**src/rtl/vga_pkg.sv**
```systemverilog
// Shared types, timing-mode constants and helpers for the VGA/DVI pixel output stage.
package vga_pkg;

  // Output stage operating states.
  typedef enum logic [1:0] {
    IDLE = 2'd0,
    FILL = 2'd1,
    RUN  = 2'd2
  } state_t;

  // 1280x720 @ 60 Hz (74.25 MHz pixel clock), positive syncs.
  localparam int MODE720_H_SW  = 40;
  localparam int MODE720_H_BP  = 220;
  localparam int MODE720_H_ACT = 1280;
  localparam int MODE720_H_FP  = 110;
  localparam int MODE720_V_SW  = 5;
  localparam int MODE720_V_BP  = 20;
  localparam int MODE720_V_ACT = 720;
  localparam int MODE720_V_FP  = 5;
  localparam bit MODE720_HS_POL = 1'b1;
  localparam bit MODE720_VS_POL = 1'b1;

  // 640x480 @ 60 Hz (25.175 MHz pixel clock), negative syncs.
  localparam int MODE480_H_SW  = 96;
  localparam int MODE480_H_BP  = 48;
  localparam int MODE480_H_ACT = 640;
  localparam int MODE480_H_FP  = 16;
  localparam int MODE480_V_SW  = 2;
  localparam int MODE480_V_BP  = 33;
  localparam int MODE480_V_ACT = 480;
  localparam int MODE480_V_FP  = 10;
  localparam bit MODE480_HS_POL = 1'b0;
  localparam bit MODE480_VS_POL = 1'b0;

  // Clocks per line.
  function automatic int h_total(input int sw, input int bp, input int act, input int fp);
    return sw + bp + act + fp;
  endfunction

  // Lines per frame.
  function automatic int v_total(input int sw, input int bp, input int act, input int fp);
    return sw + bp + act + fp;
  endfunction

endpackage

```
**src/rtl/vga_stream_out_fifo.sv**
```systemverilog
// Show-ahead synchronous FIFO: the head word is visible on dout whenever not empty.
module sync_fifo_fwft #(
  parameter int DW = 16,
  parameter int AW = 4
) (
  input  logic          clk,
  input  logic          rst_n,
  input  logic          flush,
  input  logic          wr,
  input  logic [DW-1:0] din,
  input  logic          rd,
  output logic [DW-1:0] dout,
  output logic          empty,
  output logic          full,
  output logic [AW:0]   level
);

  logic [DW-1:0] mem [2**AW];
  logic [AW:0]   wptr;
  logic [AW:0]   rptr;
  logic          do_wr;
  logic          do_rd;

  // Pointers carry one extra wrap bit so full and empty are distinguishable.
  assign level = wptr - rptr;
  assign empty = (level == '0);
  assign full  = level[AW];
  assign dout  = mem[rptr[AW-1:0]];
  assign do_wr = wr & ~full & ~flush;
  assign do_rd = rd & ~empty & ~flush;

  // Storage array; no reset needed since the pointers qualify its contents.
  always_ff @(posedge clk) begin
    if (do_wr) mem[wptr[AW-1:0]] <= din;
  end

  // Pointer update; flush empties the FIFO and overrides any push or pop.
  always_ff @(posedge clk or negedge rst_n) begin
    if (!rst_n) begin
      wptr <= '0;
      rptr <= '0;
    end else if (flush) begin
      wptr <= '0;
      rptr <= '0;
    end else begin
      if (do_wr) wptr <= wptr + 1'b1;
      if (do_rd) rptr <= rptr + 1'b1;
    end
  end

endmodule

```
**src/rtl/vga_stream_out.sv**
```systemverilog
// VGA/DVI pixel output stage: raster timing, pixel FIFO, upstream throttling and error flags.
module vga_stream_out
  import vga_pkg::*;
#(
  parameter int             DW      = 16,
  parameter int             H_SW    = MODE720_H_SW,
  parameter int             H_BP    = MODE720_H_BP,
  parameter int             H_ACT   = MODE720_H_ACT,
  parameter int             H_FP    = MODE720_H_FP,
  parameter int             V_SW    = MODE720_V_SW,
  parameter int             V_BP    = MODE720_V_BP,
  parameter int             V_ACT   = MODE720_V_ACT,
  parameter int             V_FP    = MODE720_V_FP,
  parameter bit             HS_POL  = MODE720_HS_POL,
  parameter bit             VS_POL  = MODE720_VS_POL,
  parameter int             FIFO_AW = 4,
  parameter int             LOW_WM  = 4,
  parameter int             HIGH_WM = 12,
  parameter logic [DW-1:0]  BLANK   = '0
) (
  input  logic               clk,
  input  logic               rst_n,
  input  logic               en,
  input  logic [DW-1:0]      din,
  input  logic               din_vld,
  output logic               rdy,
  output logic [DW-1:0]      vga_rgb,
  output logic               vga_hsync,
  output logic               vga_vsync,
  output logic               vga_de,
  output logic               frame_start,
  output logic               underflow,
  output logic               overflow,
  input  logic               err_clr,
  output logic [FIFO_AW:0]   level
);

  localparam int H_TOT = h_total(H_SW, H_BP, H_ACT, H_FP);
  localparam int V_TOT = v_total(V_SW, V_BP, V_ACT, V_FP);
  localparam int HW    = $clog2(H_TOT);
  localparam int VW    = $clog2(V_TOT);
  localparam logic [HW-1:0] H_LAST = HW'(H_TOT - 1);
  localparam logic [VW-1:0] V_LAST = VW'(V_TOT - 1);
  localparam int H_ACT_LO = H_SW + H_BP;
  localparam int H_ACT_HI = H_SW + H_BP + H_ACT;
  localparam int V_ACT_LO = V_SW + V_BP;
  localparam int V_ACT_HI = V_SW + V_BP + V_ACT;

  logic [HW-1:0] cnt_h;
  logic [VW-1:0] cnt_v;
  state_t        state;
  state_t        state_next;
  logic          h_wrap;
  logic          frame_end;
  logic          hs_c;
  logic          vs_c;
  logic          act_c;
  logic          run;
  logic          fifo_rd;
  logic          fifo_wr;
  logic          fifo_flush;
  logic          fifo_empty;
  logic          fifo_full;
  logic [DW-1:0] fifo_dout;
  logic          rdy_next;

  assign h_wrap    = (cnt_h == H_LAST);
  assign frame_end = h_wrap & (cnt_v == V_LAST);
  assign hs_c      = int'(cnt_h) < H_SW;
  assign vs_c      = int'(cnt_v) < V_SW;
  assign act_c     = (int'(cnt_h) >= H_ACT_LO) && (int'(cnt_h) < H_ACT_HI) &&
                     (int'(cnt_v) >= V_ACT_LO) && (int'(cnt_v) < V_ACT_HI);
  assign run        = (state == RUN);
  assign fifo_rd    = act_c & run & ~fifo_empty;
  assign fifo_wr    = din_vld & ~fifo_full;
  assign fifo_flush = (state == IDLE);

  sync_fifo_fwft #(
    .DW (DW),
    .AW (FIFO_AW)
  ) u_fifo (
    .clk   (clk),
    .rst_n (rst_n),
    .flush (fifo_flush),
    .wr    (fifo_wr),
    .din   (din),
    .rd    (fifo_rd),
    .dout  (fifo_dout),
    .empty (fifo_empty),
    .full  (fifo_full),
    .level (level)
  );

  // Free-running raster counters, independent of the operating state.
  always_ff @(posedge clk or negedge rst_n) begin
    if (!rst_n) begin
      cnt_h <= '0;
      cnt_v <= '0;
    end else if (h_wrap) begin
      cnt_h <= '0;
      cnt_v <= (cnt_v == V_LAST) ? '0 : cnt_v + 1'b1;
    end else begin
      cnt_h <= cnt_h + 1'b1;
    end
  end

  // State register.
  always_ff @(posedge clk or negedge rst_n) begin
    if (!rst_n) state <= IDLE;
    else        state <= state_next;
  end

  // Next state: leaving IDLE is immediate, everything else waits for the frame edge.
  always_comb begin
    state_next = state;
    case (state)
      IDLE: if (en) state_next = FILL;
      FILL: begin
        if (frame_end) begin
          if (!en)                                       state_next = IDLE;
          else if (int'(level) >= HIGH_WM || fifo_full)  state_next = RUN;
        end
      end
      RUN:  if (frame_end && !en) state_next = IDLE;
      default: state_next = IDLE;
    endcase
  end

  // Watermark hysteresis for the upstream ready, held low whenever IDLE is next.
  always_comb begin
    rdy_next = rdy;
    if (state_next == IDLE)           rdy_next = 1'b0;
    else if (int'(level) <= LOW_WM)   rdy_next = 1'b1;
    else if (int'(level) >= HIGH_WM)  rdy_next = 1'b0;
  end

  // One-cycle output pipeline plus sticky error flags (a set beats a clear).
  always_ff @(posedge clk or negedge rst_n) begin
    if (!rst_n) begin
      vga_hsync   <= ~HS_POL;
      vga_vsync   <= ~VS_POL;
      vga_de      <= 1'b0;
      vga_rgb     <= '0;
      frame_start <= 1'b0;
      underflow   <= 1'b0;
      overflow    <= 1'b0;
      rdy         <= 1'b0;
    end else begin
      vga_hsync   <= hs_c ? HS_POL : ~HS_POL;
      vga_vsync   <= vs_c ? VS_POL : ~VS_POL;
      vga_de      <= act_c & run;
      vga_rgb     <= fifo_rd ? fifo_dout : BLANK;
      frame_start <= (cnt_h == '0) && (cnt_v == '0);
      underflow   <= (act_c & run & fifo_empty) | (underflow & ~err_clr);
      overflow    <= (din_vld & fifo_full) | (overflow & ~err_clr);
      rdy         <= rdy_next;
    end
  end

endmodule

```
**config.mk**
```make
export PLATFORM = sky130hd
export DESIGN_NAME = vga_stream_out
export DESIGN_NICKNAME = d
export VERILOG_FILES = /design/src/rtl/vga_pkg.sv /design/src/rtl/vga_stream_out_fifo.sv /design/src/rtl/vga_stream_out.sv
export SDC_FILE = /design/constraint.sdc
export NUM_CORES = 1
export LEC_CHECK = 0
export ABC_CLOCK_PERIOD_IN_PS = 5500
export CAP_MARGIN = 15
export CORE_AREA = 2 2 208 210
export CTS_CLUSTER_DIAMETER = 80
export DETAILED_ROUTE_END_ITERATION = 8
export DIE_AREA = 0 0 210 212
export GPL_TIMING_DRIVEN = 0
export PLACE_DENSITY = 0.45
export SLEW_MARGIN = 30
export SYNTH_ARGS = -nofsm -noshare
export SYNTH_HDL_FRONTEND = slang
export SYNTH_SLANG_ARGS = --single-unit
```
**constraint.sdc**
```tcl
create_clock -name clk -period 5.5 [get_ports clk]
set_input_delay 1.1 -clock clk [delete_from_list [all_inputs] [get_ports clk]]
set_output_delay 1.1 -clock clk [all_outputs]
set_load 0.03 [all_outputs]
```
==> run metrics, run 1 <==
status completed; DP Wirelength ~20000 um; worst skew pair latency roughly 540 ps; PwrDens around 380 nW/um2; Max Slew Vio Count 0; Overall Power between 5 and 6 mW; Worst Hold Class input pin to asynchronous set/reset pin; largest net degree at the start of global routing 37; Layout Cells excl Fill between 1k and 1.5k; Max Fclk 0.200 GHz; drt via density roughly 4.7; period utilization around nine tenths; Hold WS between 400 and 500 ps; num rows 76; Bufs on Longest Clock Path 3; worst slack, placed around 1000 ps; nets 802; CORE AREA 42500 um2; nature of the critical path startpoint flop; clock power share 38.8%; Yosys warnings 0; worst path required time roughly 4400 ps; Post-CTS Setup Repair Bufs 0; Final Hold Fails 0; Tightest Pin Transition 929 ps; IO Port Bufs 48; Total GRT Usage between 10% and 20%; Net Sw Power 1.49 mW; Comb power frac 13.5%; CP startpoint u_fifo.rptr[1]; Reg2Reg Depth 12; Synth area leaders edfxtp_1 (61%), mux4_2 (14%), dfrtp_1 (11%); Final Skew between 20 and 25 ps; Initial DRC Count 450; RR Startpoint u_fifo.rptr[1]; CTS tree done; Post-Syn Area about 13000 um2; diode count 0; Root Driver clkbuf_16; Cell variety after synth 53; per-cell routed wire length 22.0 um; CTS buffer count 36; area of the multi-input gates 3330 um2; Reg power frac 47.7%; post-synth top area cell edfxtp_1; Post-synth ARST share about 18%; H-tree depth 2; Placed Area 14200 um2; Slew headroom between 30% and 40%; Worst setup EP type primary output; Worst VDD drop 0.000227 V; Syn Area/Cell between 15 and 20 um2; RePlAce Congestion roughly 0.74; Final min period ~5000 ps; Post-route DRC 0; Sw Share between 20% and 30%; Vias around 6.3k; initial antenna violation count 2; Area Growth Syn to Fin 22.2%; post-cts resize count 0; routed wire length roughly 29000 um; crit path kind flop to primary output; first-pass GRT wire length 43400 um; sequential area share after synthesis between 70% and 80%; setup violators final 0; Final WS setup ~500 ps; die area between 40000 and 50000 um2; flops & latches, synth 312; CTS Sinks roughly 310; IO Count a little under 50; Worst-path clk slew 60 ps; Hold-fix buffers, CTS 0; Int Pwr approximately 4.4 mW; synthesized instance count 653; top cell type's share of synthesized area about three fifths; Pre-antenna DRT Iters 4; worst endpoint data arrival time approximately 3900 ps; Max-cap violations 0; Die Width ~210 um; Fillers ~3.9k; Die H ~210 um; Primary FF master, synth edfxtp_1; setup_tns 0 ps; worst-path fanout max 10; syn_nets between 600 and 700; layout cell share with drive strength beyond 1 around a quarter; vias in the first global route about 7k; Static Leakage around 5.1 nW; placed cells ~1.3k; final instance area 15300 um2; RSZ-0062 raised after global routing no; Register Area 9090 um2; final core occ a little over a third; GRT Residual Overflow 0; Final ANT Viol Nets 0; Starting Density roughly 30%; Post-synth EDFFs 256
[power groups by stage]
stage | Combinational (mW) | Clock [mW] | Sequential, mW
finish | 0.796 | 2.28 | 2.81
global route | 0.859 | 2.46 | 2.82
CTS | 0.810 | 2.36 | 2.81
detailed placement | 0.808 | 0 | 2.86
global placement | 0.674 | 0 | 2.85
floorplan | 0.415 | 0 | 2.85
[routing by layer]
layer	share of wire (%)	track usage, %
met1	44	17.4
met2	50	23.2
met3	4.0	2.61
met4	2.3	4.21
met5	0.099	0
[worst paths after layout]
check	endpoint	slack, ps
max reg2reg	u_fifo.mem[2][10]	1200
min reg2reg	underflow	510
min	vga_rgb[7]	460
min in group clk	underflow	510
max in group asynchronous	vga_rgb[3]	4510
max	level[4]	490
[critical path, stage by stage, from the launching register on]
cell and delay, ps:
dfrtp_1 400, buf_2 350, buf_2 370, inv_1 150, fa_1 470, a21o_1 170
a21oi_1 170, xor2_1 370, inv_2 190, buf_4 170, clkdlybuf4s50_1 580
[final cells by class]
class | count | share of cell area, %
Clock buffer | 47 | 6.35
Clock inverter | 17 | 1.13
Buffer | 29 | 1.05
Sequential cell | 312 | 59.2
Multi-Input combinational cell | 289 | 21.7
Timing Repair Buffer | 73 | 5.50
Inverter | 23 | 0.563
Tap cell | 546 | 4.45
[sequential cells by signal, summed over array words and instances, names as in the netlist, 2 cells and up]
register / cells
cnt_v: 10
u_fifo.wptr: 5
u_fifo.rptr: 5
state: 2
u_fifo.mem: 256
vga_rgb: 16
cnt_h: 11
[cells in the final DEF (no fill, tap or decap), types with 3 or more instances in the layout]
cell type / Yosys / final
ha_1: 16 / 16
buf_2: 9 / 9
nand4_1: 6 / 6
nor2_4: 0 / 12
nand4b_1: 3 / 3
a21o_1: 3 / 3
mux4_2: 80 / 80
buf_16: 0 / 6
nor3_2: 1 / 5
xnor2_1: 13 / 13
nor4_1: 3 / 3
a21oi_1: 10 / 10
buf_8: 0 / 6
nand2b_1: 3 / 3
or3_1: 5 / 5
and3_1: 4 / 4
clkbuf_1: 14 / 23
nor2b_1: 18 / 18
dfrtp_1: 56 / 56
nand2_1: 19 / 19
clkinv_2: 0 / 3
nand3_1: 14 / 14
xor2_1: 5 / 5
clkinv_1: 0 / 7
edfxtp_1: 256 / 256
clkbuf_16: 0 / 37
o21ai_0: 13 / 13
o211ai_2: 3 / 3
buf_6: 5 / 5
nor2_1: 31 / 19
inv_1: 21 / 21
nor3_1: 11 / 7
buf_4: 1 / 14
clkdlybuf4s50_1: 0 / 47
[cell families (layout without fill, tap and decap cells)]
| family | Yosys count | count (layout) | synth area share [%] |
|---|---|---|---|
| buffers and inverters | 52 | 189 | 1.97 |
| xor gates and xnor gates | 18 | 18 | 1.26 |
| adders and majority gates | 17 | 17 | 1.75 |
| muxes | 82 | 82 | 14.5 |
| and+or+nand+nor | 127 | 127 | 5.34 |
| DFF | 312 | 312 | 72.4 |
| AOI/OAI and AO/OA | 45 | 45 | 2.78 |
[synth_stat cells (2+ instances only)]
master and instances:
nor3_1 11, dfrtp_1 56, nor2_1 31, nand2b_1 3, xor2_1 5, o21ai_1 2, a21oi_1 10, nand4b_1 3
o211ai_2 3, ha_1 16, o31ai_2 2, buf_2 9, nand3_1 14, or3_1 5, a21o_1 3, nand4_1 6
xnor2_1 13, inv_1 21, edfxtp_1 256, and3_1 4, buf_6 5, nor4_1 3, mux4_2 80, nand2_1 19
nor2b_1 18, clkbuf_1 14, inv_2 2, o21ai_0 13, or4_1 2
Note: power is estimated with default switching activity, not from simulation.
==> run 2: changes to the inputs <==
Settings changed: ABC_CLOCK_PERIOD_IN_PS 5500 to 4700, CORE_AREA 2 2 208 210 to 2 2 202 204, DIE_AREA 0 0 210 212 to 0 0 204 206, PLACE_DENSITY 0.45 to 0.47.
Clock period 5.5 ns to 4.7 ns, I/O delays scaled along.
==> run 2 against run 1 <==
Compared with the run above: utilization rose by 1.9 points; cell count fell by 1.0%; non-clock buffer count increased by 1; count of clock-buffer cells in the layout up 9; critical path type unchanged; critical endpoint unchanged; largest power group unchanged.
==> run metrics, run 2 (same netlist as run 1, synthesis figures left out) <==
RSZ-0062 raised after global routing no; worst skew pair latency around 530 ps; Pre-antenna DRT Iters 4; vias in the first global route between 6k and 7k; Max Slew Vio Count 0; Worst VDD drop 0.000243 V; GRT Residual Overflow 0; Fillers 3693; CTS Sinks about 310; Int Pwr 5.07 mW; setup violators final 0; crit path kind flop to primary output; final core occ roughly 38%; Worst setup EP type primary output; IO Port Bufs 48; commonest non-fill, non-tap cell in the layout edfxtp_1; PwrDens ~450 nW/um2; Static Leakage between 5 and 6 nW; worst endpoint data arrival time around 3600 ps; Area Growth Syn to Fin 21.4%; Sw Share around 25%; Post-route DRC 0; IO Count a little under 50; CTS tree done; layout cell share with drive strength beyond 1 25.7%; Final Skew ~17 ps; die area 42000 um2; Worst Hold Class input pin to asynchronous set/reset pin; Final WS setup between 150 and 200 ps; Die Width slightly above 200 um; Max Fclk about 0.22 GHz; initial antenna violation count 0; Final Hold Fails 0; Hold WS roughly 320 ps; most frequent cells in the layout edfxtp_1 (256), mux4_2 (80), dfrtp_1 (56), clkdlybuf4s50_1 (47), clkbuf_16 (36); largest net degree at the start of global routing 39; Initial DRC Count between 300 and 400; worst path required time 3760 ps; Net Sw Power ~1.7 mW; Die H 206 um; max reg flops around 260; worst-path fanout max 10; RePlAce Congestion 0.798; per-cell routed wire length 22.0 um; Hold-fix buffers, CTS 0; clock power share 37.7%; Max-cap violations 0; nets 802; Total GRT Usage 14.1%; routed wire length roughly 29000 um; Reg power frac about half; Overall Power 6.79 mW; drt via density 4.83; DP Wirelength 19500 um; CTS buffer count 35; Root Driver clkbuf_16; first-pass GRT wire length approximately 43000 um; period utilization between 90% and 100%; Worst-path clk slew ~60 ps; Starting Density 31.2%; Tightest Pin Transition 999 ps; num rows 74; CORE AREA ~40000 um2; Bufs on Longest Clock Path 3; Comb power frac approximately 14%; Final min period about 4500 ps; Slew headroom 33.4%; diode count 0; Vias roughly 6.4k; worst slack, placed 266 ps; status completed; Final ANT Viol Nets 0; H-tree depth 2; nature of the critical path startpoint flop
==> run 2: final cells by class <==
cell class | count | area (um2) | share of cell area [%]
clock inverter | 7 | 48.8 | 0.320
buffer | 29 | 169 | 1.11
timing repair buffer | 74 | 826 | 5.42
tap | 532 | 666 | 4.37
sequential | 312 | 9090 | 59.6
inverter | 23 | 86.3 | 0.566
clock buffer | 56 | 1030 | 6.73
multi-input combinational | 289 | 3340 | 21.9
==> run 2: power groups by stage <==
stage,Combinational (mW),Clock (mW),Sequential [mW]
floorplan,0.486,0,3.34
global placement,0.787,0,3.34
detailed placement,0.938,0,3.34
CTS,0.948,2.63,3.28
global route,1.02,2.74,3.30
finish,0.948,2.56,3.28
==> run 2: metrics by stage <==
| stage | TNS [ps] | instances | area, um2 |
|---|---|---|---|
| floorplan | 0 | 653 | 12600 |
| global placement | -194440 | 1233 | 13700 |
| detailed placement | 0 | 1258 | 14200 |
| CTS | 0 | 1321 | 15200 |
| global route | 0 | 1322 | 15200 |
| finish | 0 | 1322 | 15200 |
==> run 2: what timing repair did <==
item	CTS	global route
setup endpoints to repair	1	1
buffers inserted	0	1
hold endpoints to repair	0	0
pin swaps	0	1
gates resized for setup	3	1
==> run 2: final timing paths <==
path	startpoint	end	slack, ps	cells after the start
setup / recovery	u_fifo.rptr[1]	level[4]	190	10
hold / removal	rst_n	cnt_h[6]	320	1
setup reg to reg	u_fifo.rptr[1]	u_fifo.mem[1][7]	770	12
hold reg to reg	underflow	underflow	530	2
max in group asynchronous	rst_n	vga_rgb[2]	3830	2
min in group clk	underflow	underflow	530	2
==> run 2: worst max-delay path: stages (launching register included) <==
cell and delay, ps:
dfrtp_1 410, buf_4 240, buf_4 260, inv_1 120, fa_1 460, a21o_1 170, a21oi_1 230, xor2_2 260
inv_2 150, buf_4 160, clkdlybuf4s50_1 580
==> run 2: routing by layer <==
metal / routed length [um] / GRT usage, %
met1: 13100 / 18.7
met2: 14200 / 23.8
met3: 1110 / 2.35
met4: 675 / 4.66
met5: 0 / 0
